**src/rtl/sfp_pkg.sv**
```systemverilog
// Shared definitions for the SFP row sequencer.
//   ROW_MAX   : maximum rows per pass (also the sum-FIFO depth)
//   AW        : row address width
//   row_cnt_t : row counter type, one bit wider than an address so a full
//               16-row pass can be represented without wrapping
//   state_t   : sequencer states
//   clamp_rows: limits a requested row count to ROW_MAX
package sfp_pkg;

    localparam int ROW_MAX = 16;
    localparam int AW      = 4;

    typedef logic [AW:0] row_cnt_t;

    typedef enum logic [2:0] {
        IDLE,
        ACC,
        SYNC,
        DIV,
        DRAIN,
        DONE
    } state_t;

    function automatic row_cnt_t clamp_rows(input row_cnt_t rows);
        if (rows > row_cnt_t'(ROW_MAX)) begin
            return row_cnt_t'(ROW_MAX);
        end
        return rows;
    endfunction

endpackage

```
**src/rtl/sfp_strobe_pipe.sv**
```systemverilog
// Two-stage strobe delay line shared by the accumulate and divide phases.
// Stage 1 lines the acc/div strobes up with psum data returning from memory.
// Stage 2 lines the output write up with the registered sfp_out.
// Ports:
//   clk, reset  : clock, synchronous active-high reset
//   i_acc/i_div : strobes issued together with the memory read
//   i_addr      : row address of the read being issued
//   o_acc/o_div : strobes aligned with returned data (stage 1)
//   o_out_wr    : output write enable (stage 2, follows o_div)
//   o_out_addr  : row address for o_out_wr
module sfp_strobe_pipe
    import sfp_pkg::*;
(
    input  logic          clk,
    input  logic          reset,
    input  logic          i_acc,
    input  logic          i_div,
    input  logic [AW-1:0] i_addr,
    output logic          o_acc,
    output logic          o_div,
    output logic          o_out_wr,
    output logic [AW-1:0] o_out_addr
);

    logic          r_acc;
    logic          r_div;
    logic [AW-1:0] r_addr;
    logic          r_out_wr;
    logic [AW-1:0] r_out_addr;

    always_ff @(posedge clk) begin
        if (reset) begin
            r_acc      <= 1'b0;
            r_div      <= 1'b0;
            r_addr     <= '0;
            r_out_wr   <= 1'b0;
            r_out_addr <= '0;
        end else begin
            r_acc    <= i_acc;
            r_div    <= i_div;
            r_out_wr <= r_div;
            // Addresses only advance with a real strobe so out_addr holds
            // the last written row between passes.
            if (i_acc || i_div) begin
                r_addr <= i_addr;
            end
            if (r_div) begin
                r_out_addr <= r_addr;
            end
        end
    end

    assign o_acc      = r_acc;
    assign o_div      = r_div;
    assign o_out_wr   = r_out_wr;
    assign o_out_addr = r_out_addr;

endmodule

```
**src/rtl/sfp_ctrl.sv**
```systemverilog
// Sequencer for one SFP row datapath: accumulate N psum rows, handshake
// with the peer core, then replay the rows to divide and write back.
// Ports:
//   clk, reset   : clock, synchronous active-high reset
//   start        : pass start pulse (only honoured in IDLE)
//   num_rows     : rows in the pass, clamped to ROW_MAX
//   busy, done   : pass in progress / one-cycle end-of-pass pulse
//   mem_rd/addr  : psum memory read (data returns one cycle later)
//   acc, div     : SFP row strobes aligned with returned data
//   fifo_ext_rd  : pops own-sum FIFO toward the peer (same cycle as div)
//   core_ready   : own sums complete; peer_ready is the peer's copy
//   out_wr/addr  : output memory write for the registered sfp_out
module sfp_ctrl
    import sfp_pkg::*;
(
    input  logic          clk,
    input  logic          reset,
    input  logic          start,
    input  logic [AW:0]   num_rows,
    output logic          busy,
    output logic          done,
    output logic          mem_rd,
    output logic [AW-1:0] mem_addr,
    output logic          acc,
    output logic          div,
    output logic          fifo_ext_rd,
    output logic          core_ready,
    input  logic          peer_ready,
    output logic          out_wr,
    output logic [AW-1:0] out_addr
);

    state_t   r_state, w_state_next;
    row_cnt_t r_cnt, w_cnt_next;
    row_cnt_t r_n, w_n_next;
    row_cnt_t w_n_clamped;
    row_cnt_t w_last_row;
    logic     w_last_issue;
    logic     w_acc;
    logic     w_div;
    logic     w_out_wr;
    logic [AW-1:0] w_out_addr;

    assign w_n_clamped  = clamp_rows(num_rows);
    assign w_last_row   = r_n - row_cnt_t'(1);
    assign w_last_issue = (r_cnt == w_last_row);

    sfp_strobe_pipe u_pipe (
        .clk        (clk),
        .reset      (reset),
        .i_acc      (r_state == ACC),
        .i_div      (r_state == DIV),
        .i_addr     (r_cnt[AW-1:0]),
        .o_acc      (w_acc),
        .o_div      (w_div),
        .o_out_wr   (w_out_wr),
        .o_out_addr (w_out_addr)
    );

    always_ff @(posedge clk) begin
        if (reset) begin
            r_state <= IDLE;
            r_cnt   <= '0;
            r_n     <= '0;
        end else begin
            r_state <= w_state_next;
            r_cnt   <= w_cnt_next;
            r_n     <= w_n_next;
        end
    end

    always_comb begin
        w_state_next = r_state;
        w_cnt_next   = r_cnt;
        w_n_next     = r_n;
        case (r_state)
            IDLE: begin
                if (start) begin
                    w_n_next     = w_n_clamped;
                    w_cnt_next   = '0;
                    w_state_next = (w_n_clamped == '0) ? DONE : ACC;
                end
            end
            ACC: begin
                if (w_last_issue) begin
                    w_cnt_next   = '0;
                    w_state_next = SYNC;
                end else begin
                    w_cnt_next = r_cnt + row_cnt_t'(1);
                end
            end
            SYNC: begin
                if (core_ready && peer_ready) begin
                    w_state_next = DIV;
                end
            end
            DIV: begin
                if (w_last_issue) begin
                    w_cnt_next   = '0;
                    w_state_next = DRAIN;
                end else begin
                    w_cnt_next = r_cnt + row_cnt_t'(1);
                end
            end
            DRAIN: begin
                // Finish only once the last row has been written back.
                if (w_out_wr && (w_out_addr == w_last_row[AW-1:0])) begin
                    w_state_next = DONE;
                end
            end
            DONE: begin
                w_state_next = IDLE;
            end
            default: begin
                w_state_next = IDLE;
            end
        endcase
    end

    assign busy        = (r_state != IDLE);
    assign done        = (r_state == DONE);
    assign mem_rd      = (r_state == ACC) || (r_state == DIV);
    assign mem_addr    = r_cnt[AW-1:0];
    assign acc         = w_acc;
    assign div         = w_div;
    assign fifo_ext_rd = w_div;
    // Sums are only complete once the last accumulate has left the pipe.
    assign core_ready  = (r_state == SYNC) && !w_acc;
    assign out_wr      = w_out_wr;
    assign out_addr    = w_out_addr;

endmodule

```
**config.mk**
```make
export PLATFORM = sky130hd
export DESIGN_NAME = sfp_ctrl
export DESIGN_NICKNAME = d
export VERILOG_FILES = /design/src/rtl/sfp_pkg.sv /design/src/rtl/sfp_strobe_pipe.sv /design/src/rtl/sfp_ctrl.sv
export SDC_FILE = /design/constraint.sdc
export NUM_CORES = 1
export LEC_CHECK = 0
export CAP_MARGIN = 40
export CORE_MARGIN = 2
export CORE_UTILIZATION = 50
export DETAILED_ROUTE_END_ITERATION = 7
export GPL_ROUTABILITY_DRIVEN = 0
export PLACE_DENSITY = 0.78
export SETUP_SLACK_MARGIN = 0.4
export SLEW_MARGIN = 20
export SYNTH_ARGS = -nofsm -noshare
export SYNTH_HDL_FRONTEND = slang
export SYNTH_SLANG_ARGS = --single-unit
```
**constraint.sdc**
```tcl
create_clock -name clk -period 3.3 [get_ports clk]
set_clock_uncertainty 0.15 [all_clocks]
set_input_delay 0.33 -clock clk [delete_from_list [all_inputs] [get_ports clk]]
set_output_delay 0.33 -clock clk [all_outputs]
set_load 0.01 [all_outputs]
```
---- Word level (Yosys, flattened, before mapping) ----
Cells that the tools add are included.
cells by class
  add/sub/neg operators ................... 2
  $mul .................................... 0
  div/mod/pow operators ................... 0
  magnitude comparators ................... 1
  eq/ne operators ......................... 12
  shifts and indexed selects .............. 0
  mux-type cells .......................... 13
  bitwise logic cells ..................... 0
  reduce and logical (&&, ||, !) cells .... 13
operators with widths
  operator             count
  $mux 5               4
  $mux 3               6
  $pmux 3 s5           1
  $ne 2x2->1 const B   5
  $pmux 5 s2           1
  $eq 3x2->1 const B   2
  $eq 3x3->1 const B   2
  $add 5x1->5 const B  1
  $eq 5x5->1           1
  $gt 5x5->1 const B   1
  $logic_not 5->1      1
  $reduce_and 5->1     1
  $sub 5x1->5 const B  1
  $eq 4x4->1           1
  $reduce_and 2->1     2
  $eq 3x1->1 const B   1
  $logic_and 1x1->1    3
  $logic_not 3->1      1
  $reduce_bool 3->1    1
  $reduce_bool 2->1    1
  $reduce_or 2->1      1
  $logic_not 1->1      1
  $logic_or 1x1->1     1
  $mux 1               1
word-level totals
  flip-flop bits (word level) ............. 24
  latch bits .............................. 0
  bits in writable memories ............... 0
  memory bits (read-only) ................. 0
  output and inout bits ................... 16
  memories ................................ 0

---- Logic depth before layout (Yosys ltp) ----
  depth after elaboration ................. 7
  depth in mapped cells ................... 7
  gate-level depth less buffers ........... 7

---- By module ----
From an unflattened synthesis, not the netlist that was laid out.
unflattened totals
  cell total of the unflattened synthesis .. 141
  area, all modules ....................... 1256.2 µm²
modules (own cells, without submodules)
  module           instances  cells each  area an instance (µm²)  sequential area each (µm²)
  sfp_ctrl         1          105         875.8                   260.2
  sfp_strobe_pipe  1          36          380.4                   220.2

---- Worst setup path after synthesis ----
No wires, ideal clock.
  kind .................................... register to register
  start ................................... register r_n[0]
  end ..................................... register r_state[1]
  library setup time ...................... 79 ps
  arrival time ............................ 2073 ps
  required time ........................... 3071 ps
  path slack .............................. 998 ps
  stages on the path, launching flop included .. 8
  buffers on the path ..................... 0
  period minus slack after synthesis ...... 2302 ps
  cell sequence ........................... dfxtp_1 -> inv_1 -> ha_1 -> xor2_1 -> xor2_1 -> or4_4 -> or3_1 -> a211oi_2
on the way
  cells in the longest elaborated chain, start to end .. 5
ends and longest elaborated chain
  item                                   RTL line         text
  start: declaration                     sfp_ctrl.sv:35   row_cnt_t r_n, w_n_next;
  start signal: assignment               sfp_ctrl.sv:68   r_n <= w_n_next;
  $sub 5x1->5 (*)                        sfp_ctrl.sv:45   assign w_last_row = r_n - row_cnt_t'(1);
  $eq 4x4->1                             sfp_ctrl.sv:107  if (w_out_wr && (w_out_addr == w_last_row[AW-1:0])) begin
  $logic_and 1x1->1                      sfp_ctrl.sv:107
  $ne 2x2->1 (no source line)            n/a
  $reduce_and 5->1 (no source line) (*)  n/a
  end signal: assignment                 sfp_ctrl.sv:66   r_state <= w_state_next;
  end: declaration                       sfp_ctrl.sv:33   state_t r_state, w_state_next;
Every way passes the cells marked *; elsewhere a longest branch is shown, timed or not.
A chain may end at the register's enable or synchronous reset.

---- Final worst setup path ----
  start ................................... register r_state[2]
  end ..................................... output port mem_rd
on the way
  cells in the longest elaborated chain, start to end .. 2
ends and longest elaborated chain
  item                                             RTL line         text
  $eq 3x1->1 / $eq 3x2->1 (equally long branches)  sfp_ctrl.sv:122  assign mem_rd = (r_state == ACC) || (r_state == DIV);
  $logic_or 1x1->1 (*)                             sfp_ctrl.sv:122
  end: declaration                                 sfp_ctrl.sv:22   output logic mem_rd,
Marks and branches as above.

==> impl_metrics.toml <==
[critical_path]
critical_path_class = "reg2out"
critPathMaxStageDelay_ns = 0.53
crit_chain = "nand2b_1 -> inv_1 -> clkdlybuf4s50_1"
startpoint_type = "flip-flop"
required_ns = 2.82
arrival_ns = 2.04
cp_max_fo = 12
reg2reg_depth = 7
endpoint_kind = "output pin"
cp_slowest_cell = "clkdlybuf4s50_1"
crit_cells = 3
path_delay_family = "buffers and inverters"
cp_num_buf_inv = 2

[logic_synthesis]
netlist_area_um2 = 1250
synth_seq_cells = 24
ys_seq_area_share_pct = 38.4
syn_avg_cell_area_um2 = 8.68
synth_cell_types = 37
synthFlopType = "dfxtp_1"
synthArstFlopShare_pct = 0
synth_edf_count = 0
netlist_instances = 144
syn_nets = 155
yosysWarnings = 0

[drt]
vias = 1034
drc = 0
wl_mm = 2.55
dr.first_iter.drc_count = 11
postRouteAntennaNets = 0
wl_per_cell_um = 13.4
first_pass_iters = 4
vias_per_cell = 5.44

[finish]
stdcell_count = 190
fillers = 220
nNetsFinal = 173
area_growth_pct = 18.2
drive_gt1_share_pct = 6.25
fin_util_pct = 60.8
mostFrequentLayoutCells = "clkdlybuf4s50_1, dfxtp_1, nor2_1"
insertedDiodeCount = 0

[worst_hold_path]
hold_depth = 2
min_path_type = "reg2reg"

[floorplanning]
coreArea_um2 = 2430
die_w_um = 54
rows = 18
ios = 25
fp.dieH_um = 54
initial_core_util_pct = 51.4
dieArea_um2 = 2920

[timing]
maxSlewHeadroom_pct = 67.9
hold_viol_final = 0
tightest_slew_ns = 0.478
slew_viol_final = 0
max_freq_mhz = 397
rsz0062_at_grt = "false"
post-route-period-util_pct = 76.3
setup_viol = 0
finalCriticalPeriod_ns = 2.52
finalSetupTns_ns = 0

[clock_tree]
clk_latency_ns = 0.30
htreeDepth = 1
cts_buffers = 3
cts.sinks = 24
cts_setup_buffers = 0
clk_path_buf_depth = 2
cts_resized = 0
cts.root.buffer_cell = "clkbuf_4"
cts_hold_buf = 0
cts_tree = "done"
clk_pin_slew_ns = 0.12

[power]
p_leak_nw = 0.528
power_density_nw_per_um2 = 389
peakVddDrop_mv = 0.281

[global_route]
grt_pass1_vias = 980
antenna_found_initial = 0
grt_start_max_net_pins = 23
grt-ovfl-total = 0
grt_pass1_wl_mm = 4.46
track_usage_pct = 20.8

[placed_design]
hpwl_mm = 1.89
dp_cells = 187
io_buffers = 24

[outcome]
outcome = "completed"

[run]
drv_cap = 0
-- power by group --
part           leakage [nW]  switching (mW)  internal (mW)
registers             0.195          0.0191          0.302
clock network        0.0138          0.0787         0.0425
logic                 0.320          0.0718         0.0599
-- metal layers --
metal	routed length (µm)	share of wire, %	vias up	global-route usage [%]
met5	0	0	-	0
met2	1220	48	24	35.4
met4	20	0.78	0	6.25
li1	-	-	529	-
met1	1210	47	479	26.9
met3	100	3.9	2	3.61
-- registers in the layout (all words and copies together), names as in the netlist --
register	cells
r_cnt	5
r_n	5
r_state	3
u_pipe.o_acc	1
u_pipe.o_div	1
u_pipe.o_out_addr	4
u_pipe.o_out_wr	1
u_pipe.r_addr	4
-- area by class of cell --
cell class | count | area [µm²] | area share [%]
inverters | 4 | 15.0 | 1.02
well taps | 30 | 37.5 | 2.54
flip-flops and latches | 24 | 480 | 32.5
repair buffers | 25 | 248 | 16.8
multi-input cells | 104 | 674 | 45.6
clock buffers | 3 | 22.5 | 1.52
-- cell families after synthesis --
logic type | synth area share, %
and+or+nand+nor | 27.5
DFF | 38.4
AOI/OAI and AO/OA | 12.1
buffers and inverters | 7.61
xor gates and xnor gates | 9.11
muxes | 3.20
adders and majority gates | 2.00
-- path summary, 6_finish.rpt --
kind | start | end | slack [ns]
max | r_state[2] | mem_rd | 0.78
min | u_pipe.r_addr[1] | u_pipe.r_addr[1] | 0.31
max reg2reg | r_n[0] | r_state[1] | 0.82
min reg2reg | u_pipe.r_addr[1] | u_pipe.r_addr[1] | 0.31
-- Yosys cell counts (all sizes together) (4+ instances only) --
library cell,instances,share of area [%]
dfxtp,24,38
nor2,15,4.5
nand2,13,4.1
a21oi,11,4.4
buf,9,5.5
nor3b,7,4.6
xnor2,7,4.9
nor3,6,2.8
xor2,6,4.2
inv,4,1.2
mux2i,4,3.2
nand3,4,1.6
-- metrics by stage --
stage | instance area (µm²) | hold slack, ns | power, mW | setup slack (ns)
after floorplan | 1250 | 0.286 | 0.415 | 0.998
after global placement | 1460 | 0.295 | 0.455 | 0.952
after detailed placement | 1460 | 0.298 | 0.458 | 0.857
after CTS | 1480 | 0.315 | 0.579 | 0.774
after global routing | 1480 | 0.347 | 0.608 | 0.634
final | 1480 | 0.314 | 0.574 | 0.781
-- worst register-to-register path, cell delays in order (launching register included) --
cell and delay (ns):
dfxtp_1 0.46, inv_1 0.07, ha_1 0.22, xor2_1 0.25, xor2_1 0.14, or4_4 0.57, or3_1 0.33, a211oi_2 0.22
No activity file was read; power rests on OpenSTA's default activity.
